$ cat src/rtl/uart_tx_feeder.sv
// Byte FIFO feeding a UART transmitter: issues one registered byte plus a one-cycle strobe
// per frame, paced on tx_busy. Optional drop accounting under UART_TX_FEED_OVERFLOW_EN.
module uart_tx_feeder #(
    parameter int unsigned DATA_WIDTH = 8,
    parameter int unsigned DEPTH      = 8,
    parameter int unsigned ADDR_WIDTH = 3
) (
    input  logic                  clk,
    input  logic                  rst,
    input  logic [DATA_WIDTH-1:0] wr_data,
    input  logic                  wr_en,
    output logic                  full,
    output logic                  empty,
    output logic [ADDR_WIDTH:0]   level,
`ifdef UART_TX_FEED_OVERFLOW_EN
    input  logic                  overflow_clr,
    output logic                  overflow,
    output logic [7:0]            drop_cnt,
`endif
    input  logic                  tx_busy,
    output logic [DATA_WIDTH-1:0] tx_data,
    output logic                  tx_data_valid
);

    localparam logic [ADDR_WIDTH:0] PtrOne = {{ADDR_WIDTH{1'b0}}, 1'b1};

    typedef enum logic [1:0] {StIdle, StIssue, StWaitBusy, StWaitDone} state_e;

    state_e                  state_q, state_d;
    logic [ADDR_WIDTH:0]     wr_ptr_q, wr_ptr_d;
    logic [ADDR_WIDTH:0]     rd_ptr_q, rd_ptr_d;
    logic [DATA_WIDTH-1:0]   tx_data_q, tx_data_d;
    logic                    tx_valid_q, tx_valid_d;
    logic [DATA_WIDTH-1:0]   mem_q [DEPTH];
    logic                    push, pop;

    // Flags come from the registered pointers only, so a pop never unblocks a same-cycle write.
    assign empty = (wr_ptr_q == rd_ptr_q);
    assign full  = (wr_ptr_q[ADDR_WIDTH] != rd_ptr_q[ADDR_WIDTH]) &&
                   (wr_ptr_q[ADDR_WIDTH-1:0] == rd_ptr_q[ADDR_WIDTH-1:0]);
    assign level = wr_ptr_q - rd_ptr_q;

    assign push = wr_en && !full;
    assign pop  = (state_q == StIdle) && !empty && !tx_busy;

    assign wr_ptr_d = push ? wr_ptr_q + PtrOne : wr_ptr_q;
    assign rd_ptr_d = pop  ? rd_ptr_q + PtrOne : rd_ptr_q;

    always_ff @(posedge clk) begin
        if (push) begin
            mem_q[wr_ptr_q[ADDR_WIDTH-1:0]] <= wr_data;
        end
    end

    always_ff @(posedge clk or negedge rst) begin
        if (!rst) begin
            state_q    <= StIdle;
            wr_ptr_q   <= '0;
            rd_ptr_q   <= '0;
            tx_data_q  <= '0;
            tx_valid_q <= 1'b0;
        end else begin
            state_q    <= state_d;
            wr_ptr_q   <= wr_ptr_d;
            rd_ptr_q   <= rd_ptr_d;
            tx_data_q  <= tx_data_d;
            tx_valid_q <= tx_valid_d;
        end
    end

    always_comb begin
        state_d = state_q;
        case (state_q)
            StIdle:     if (pop) state_d = StIssue;
            StIssue:    state_d = StWaitBusy;
            StWaitBusy: if (tx_busy) state_d = StWaitDone;
            StWaitDone: if (!tx_busy) state_d = StIdle;
            default:    state_d = StIdle;
        endcase
    end

    // tx_data holds between pops; the strobe is only ever high for the cycle after a pop.
    always_comb begin
        tx_data_d  = tx_data_q;
        tx_valid_d = 1'b0;
        if (pop) begin
            tx_data_d  = mem_q[rd_ptr_q[ADDR_WIDTH-1:0]];
            tx_valid_d = 1'b1;
        end
    end

    assign tx_data       = tx_data_q;
    assign tx_data_valid = tx_valid_q;

`ifdef UART_TX_FEED_OVERFLOW_EN
    logic       overflow_q, overflow_d;
    logic [7:0] drop_cnt_q, drop_cnt_d;
    logic       drop;

    assign drop = wr_en && full;

    // A drop in the same cycle as a clear wins and restarts the count at one.
    always_comb begin
        overflow_d = overflow_q;
        drop_cnt_d = drop_cnt_q;
        if (drop) begin
            overflow_d = 1'b1;
            if (overflow_clr) begin
                drop_cnt_d = 8'd1;
            end else if (drop_cnt_q != 8'hFF) begin
                drop_cnt_d = drop_cnt_q + 8'd1;
            end
        end else if (overflow_clr) begin
            overflow_d = 1'b0;
            drop_cnt_d = 8'd0;
        end
    end

    always_ff @(posedge clk or negedge rst) begin
        if (!rst) begin
            overflow_q <= 1'b0;
            drop_cnt_q <= 8'd0;
        end else begin
            overflow_q <= overflow_d;
            drop_cnt_q <= drop_cnt_d;
        end
    end

    assign overflow = overflow_q;
    assign drop_cnt = drop_cnt_q;
`endif

endmodule
$ cat config.mk
export PLATFORM = sky130hd
export DESIGN_NAME = uart_tx_feeder
export DESIGN_NICKNAME = d
export VERILOG_FILES = /design/src/rtl/uart_tx_feeder.sv
export SDC_FILE = /design/constraint.sdc
export NUM_CORES = 1
export LEC_CHECK = 0
export ABC_AREA = 1
export CORE_MARGIN = 2
export CORE_UTILIZATION = 40
export DETAILED_ROUTE_END_ITERATION = 10
export SETUP_SLACK_MARGIN = 0.4
export SYNTH_ARGS = -nofsm -noshare
export SYNTH_HDL_FRONTEND = slang
export SYNTH_SLANG_ARGS = --single-unit
$ cat constraint.sdc
create_clock -name clk -period 4.2 [get_ports clk]
set_clock_uncertainty 0.2 [all_clocks]
set_input_delay 0.84 -clock clk [delete_from_list [all_inputs] [get_ports clk]]
set_output_delay 0.84 -clock clk [all_outputs]
set_load 0.05 [all_outputs]
== Yosys cells after proc, flatten, opt, wreduce, memory -nomap -nowiden ==
Memories as Yosys holds them, arrays and structs flattened. A register that Yosys moved wholly into a read port is not among the register bits.
Cells that the tools add are included.

* Mux-type cells: 7
* Equality and inequality tests: 9
* Reduce and logical (&&, ||, !) cells: 10
* Add/sub/neg operators: 3

{| class="wikitable"
|+ Operators with widths
! operator !! number
|-
| 4-bit by 1-bit adder with 4-bit output, second input constant || 2
|-
| 2-bit case mux with 4 select lines || 1
|-
| 2-bit 2-to-1 mux || 3
|-
| 2-bit != test, second input constant || 3
|-
| 2-bit equality test, second input constant || 2
|-
| 4-bit equality test || 1
|-
| 1-bit logical AND || 4
|-
| 1-bit zero test || 4
|-
| 4-bit subtractor || 1
|-
| 3-bit equality test || 1
|-
| 1-bit 2-to-1 mux || 3
|-
| 3-bit AND reduction || 1
|-
| 2-bit by 1-bit equality test with 1-bit output, second input constant || 1
|-
| 2-bit zero test || 1
|-
| 1-bit != test || 1
|}

* Memories: 1
* Memory bits (writable): 64
* Bits of input ports: 12
* Output and inout port bits: 15
* Register bits: 11
* Logic and storage cells: 34

{| class="wikitable"
|+ Memories
! name !! words !! bits a word !! rd ports !! clocked after memory_dff !! write ports !! RTL line !! RTL
|-
| mem_q || 8 || 8 || 1 || 1 || 1 || 34 || <nowiki>logic [DATA_WIDTH-1:0] mem_q [DEPTH];</nowiki>
|}

== Longest topological paths before layout ==
* Depth in word-level cells: 6
* Depth in mapped cells: 12
* Gate-level depth less buffers: 10

== Worst setup path before layout ==
No wires, ideal clock.

* Path kind: reg2out
* From: register rd_ptr_q[1]
* To: output port level[3]
* Slack: 1,098 ps
* Data arrival time: 2,062 ps
* Stages on the path, launching flop included: 7
* Cells stage by stage: dfrtp_1 -> buf_2 -> clkinv_1 -> ha_1 -> nand2_1 -> o21ai_0 -> xor2_1

* Longest elaborated chain between the ends: 1

{| class="wikitable"
|+ RTL lines
! what !! RTL line !! RTL
|-
| from (decl) || 31 || <nowiki>logic [ADDR_WIDTH:0] rd_ptr_q, rd_ptr_d;</nowiki>
|-
| from (signal assigned) || 65 || <nowiki>rd_ptr_q <= rd_ptr_d;</nowiki>
|-
| 4-bit subtractor || 41 || <nowiki>assign level = wr_ptr_q - rd_ptr_q;</nowiki>
|-
| to (decl) || 14 || <nowiki>output logic [ADDR_WIDTH:0] level,</nowiki>
|}

Every way passes these cells.

== Worst setup path in the final report ==
* From: register rd_ptr_q[2]
* To: output port level[2]

Same word-level chain as after synthesis.

==> flow_results.xml <==
<?xml version="1.0" encoding="UTF-8"?>
<metrics>
  <group name="detailed_routing">
    <metric name="number_of_routed_nets_with_antenna_violations" unit="">0</metric>
    <metric name="post-route-drc-count" unit="">0</metric>
    <metric name="wl_per_cell" unit="um">14.7</metric>
    <metric name="drt-pass1-iter-count" unit="">4</metric>
    <metric name="route.vias.total" unit="">2399</metric>
    <metric name="wl" unit="um">7320</metric>
    <metric name="routed_via_density" unit="">4.82</metric>
    <metric name="dr.first_iter.drc_count" unit="">142</metric>
  </group>
  <group name="die">
    <metric name="fp.coreArea" unit="um^2">8810</metric>
    <metric name="initial_utilization" unit="">0.417</metric>
    <metric name="top_level_ports" unit="">27</metric>
    <metric name="die_extent_in_x" unit="um">99.8</metric>
    <metric name="die-area" unit="um^2">9970</metric>
    <metric name="fp.dieH" unit="um">99.8</metric>
    <metric name="std_cell_rows" unit="">34</metric>
  </group>
  <group name="yosys">
    <metric name="post_synth_inst_count" unit="">353</metric>
    <metric name="synth_fp_nets" unit="">375</metric>
    <metric name="synth_warnings" unit="">0</metric>
    <metric name="synthesis.area" unit="um^2">3670</metric>
    <metric name="synth.lib_cells_used.distinct" unit="">22</metric>
    <metric name="synth.yosys.seq_area_share" unit="">0.653</metric>
    <metric name="ys_ff_latch" unit="">83</metric>
    <metric name="syn-mean-instance-area" unit="um^2">10.4</metric>
  </group>
  <group name="power">
    <metric name="max-vdd-ir-drop" unit="uV">496</metric>
    <metric name="power_density" unit="nW/um^2">813</metric>
    <metric name="leakagePower" unit="nW">1.83</metric>
  </group>
  <group name="cts">
    <metric name="cts_resized" unit="">0</metric>
    <metric name="cts.repair_timing.setup_buffer_count" unit="">0</metric>
    <metric name="clkTransAtPathRegs" unit="ns">0.08</metric>
    <metric name="root_buffer" unit="">sky130_fd_sc_hd__clkbuf_8</metric>
    <metric name="num_cts_buffers" unit="">9</metric>
    <metric name="htree_levels" unit="">3</metric>
    <metric name="cts_hold_buffers" unit="">0</metric>
    <metric name="cts-root-to-sink-buffers" unit="">2</metric>
    <metric name="clkSinkCount" unit="">83</metric>
    <metric name="clock_insertion_delay_worst_skew" unit="ns">0.35</metric>
    <metric name="tritoncts" unit="">built</metric>
  </group>
  <group name="grt">
    <metric name="antenna_found_initial" unit="">0</metric>
    <metric name="grt-ovfl-total" unit="">0</metric>
    <metric name="first_global_vias" unit="">2270</metric>
    <metric name="global_route.usage.total" unit="">0.158</metric>
    <metric name="grt_start_max_net_pins" unit="">36</metric>
    <metric name="grt_first_pass_wirelength" unit="um">11900</metric>
  </group>
  <group name="place">
    <metric name="detailedPlace.worstSlack" unit="ns">0.898</metric>
    <metric name="hpwl" unit="um">4630</metric>
    <metric name="gp_congestion" unit="">0.836</metric>
    <metric name="number_of_buffer_cells_added_on_primary_ports" unit="">26</metric>
  </group>
  <group name="finish">
    <metric name="final_util" unit="">0.486</metric>
    <metric name="area.growth.synth_to_final" unit="%">16.5</metric>
    <metric name="drive_above_1_share" unit="">0.0974</metric>
    <metric name="insertedDiodeCount" unit="">0</metric>
    <metric name="layout_commonest_cell" unit="">sky130_fd_sc_hd__nand2_1</metric>
    <metric name="nNetsFinal" unit="">407</metric>
    <metric name="most-common-layout-cells" unit="">sky130_fd_sc_hd__nand2_1, sky130_fd_sc_hd__edfxtp_1, sky130_fd_sc_hd__nand3_1, sky130_fd_sc_hd__inv_1, sky130_fd_sc_hd__nor2_1</metric>
  </group>
  <group name="worst_hold_path">
    <metric name="hold_path.class" unit="">flop to flop</metric>
  </group>
  <group name="sta">
    <metric name="final.min_clock_period" unit="ns">3.72</metric>
    <metric name="hold_slack" unit="ns">0.282</metric>
    <metric name="finalSetupViolations" unit="">0</metric>
    <metric name="max_clock_freq" unit="GHz">0.269</metric>
    <metric name="layout_setup_ws" unit="ns">0.477</metric>
    <metric name="setup_total_negative_slack" unit="ns">0</metric>
    <metric name="grt_setup_unrepaired" unit="">no</metric>
    <metric name="finalCritPeriodShare" unit="">0.886</metric>
    <metric name="number_of_failing_hold_endpoints_at_the_final_stage" unit="">0</metric>
    <metric name="worst-slew-pin-transition" unit="ns">0.976</metric>
    <metric name="slew_headroom" unit="">0.347</metric>
    <metric name="max_transition_viols_final" unit="">0</metric>
  </group>
  <group name="worst_setup_path">
    <metric name="setup.worst_path.class" unit="">flop to output port</metric>
    <metric name="critPathRequiredTime" unit="ns">3.16</metric>
    <metric name="worst_setup_path_end_kind" unit="">output port</metric>
    <metric name="worst_setup_path_start_kind" unit="">flop</metric>
    <metric name="worstPathArrival" unit="ns">2.68</metric>
    <metric name="critical_path_peak_fanout" unit="">11</metric>
  </group>
  <group name="run_status">
    <metric name="outcome" unit="">complete, no violations</metric>
  </group>
  <group name="run">
    <metric name="max_cap_viol_count" unit="">0</metric>
  </group>
</metrics>
-- stage by stage --
stage | instance area [um^2] | std cells | power [mW]
after floorplan | 3670 | 353 | 2.37
after global placement | 4030 | 482 | 2.79
after detailed placement | 4030 | 482 | 2.82
after CTS | 4280 | 498 | 3.52
after global routing | 4280 | 498 | 3.72
final | 4280 | 498 | 3.48
-- routing by layer --
layer	global-route usage	share of wire	vias to the layer above
met5	0	0	-
met4	0.0516	0.015	0
met3	0.0383	0.044	11
met2	0.262	0.50	54
met1	0.207	0.45	1126
li1	-	-	1208
-- worst max-delay path: stages (launching register included) --
cell and delay (ns):
sky130_fd_sc_hd__dfrtp_1 0.68, sky130_fd_sc_hd__inv_2 0.23, sky130_fd_sc_hd__ha_1 0.37, sky130_fd_sc_hd__xnor2_1 0.21, sky130_fd_sc_hd__clkdlybuf4s50_1 0.83
-- power by group --
part | total (mW) | internal, mW | leakage, nW | switching (mW)
combinational | 1.62 | 0.509 | 0.897 | 1.11
sequential | 1.17 | 1.07 | 0.816 | 0.101
clock | 0.687 | 0.413 | 0.121 | 0.274
total | 3.48 | 1.99 | 1.83 | 1.49
-- kinds of logic after synthesis --
kind of cell | synth area share
xor+xnor | 0.0143
buf+inv | 0.0596
simple gates | 0.214
flops | 0.653
fa+ha+maj | 0.0361
mux | 0.00272
compound gates | 0.0204
-- worst paths after layout --
check / to / start / slack, ns / cells after the start
setup / recovery: level[2] / rd_ptr_q[2] / 0.48 / 4
hold / removal: tx_data[0] / tx_data[0] / 0.28 / 2
setup reg to reg: mem_q[5][5] / rd_ptr_q[2] / 1.13 / 9
hold reg to reg: tx_data[0] / tx_data[0] / 0.28 / 2
max in group asynchronous: rd_ptr_q[0] / rst / 2.38 / 1
min in group asynchronous: tx_data[5] / rst / 0.82 / 1
-- registers in the layout (all words and copies together) (netlist names) --
signal / cells
mem_q: 64
rd_ptr_q: 4
state_q: 2
tx_data: 8
tx_data_valid: 1
wr_ptr_q: 4
-- synthesized netlist by cell type --
library cell	n	area, um^2
sky130_fd_sc_hd__nand2_1	120	450
sky130_fd_sc_hd__edfxtp_1	64	1920
sky130_fd_sc_hd__nand3_1	37	185
sky130_fd_sc_hd__inv_1	30	113
sky130_fd_sc_hd__nor2_1	24	90.1
sky130_fd_sc_hd__dfrtp_1	19	475
sky130_fd_sc_hd__o21ai_0	14	70.1
sky130_fd_sc_hd__ha_1	9	113
sky130_fd_sc_hd__buf_2	7	35.0
sky130_fd_sc_hd__nand2_2	6	37.5
sky130_fd_sc_hd__buf_4	4	30.0
sky130_fd_sc_hd__inv_2	4	15.0
sky130_fd_sc_hd__xor2_1	4	35.0
sky130_fd_sc_hd__buf_6	2	22.5
sky130_fd_sc_hd__xnor2_1	2	17.5
sky130_fd_sc_hd__a21oi_1	1	5.00
sky130_fd_sc_hd__clkinv_1	1	3.75
sky130_fd_sc_hd__fa_1	1	20.0
sky130_fd_sc_hd__mux2i_1	1	10.0
sky130_fd_sc_hd__nand2_4	1	11.3
sky130_fd_sc_hd__nor2_2	1	6.26
sky130_fd_sc_hd__or2_2	1	6.26
-- final cells by class --
cell class	instances	area (um^2)
fill	802	4530
sequential	83	2400
tap	108	135
inverter	35	131
multi-input combinational	222	1060
timing repair buffer	34	313
clock buffer	12	145
clock inverter	4	98.8
No activity file was read; power rests on OpenSTA's default activity.
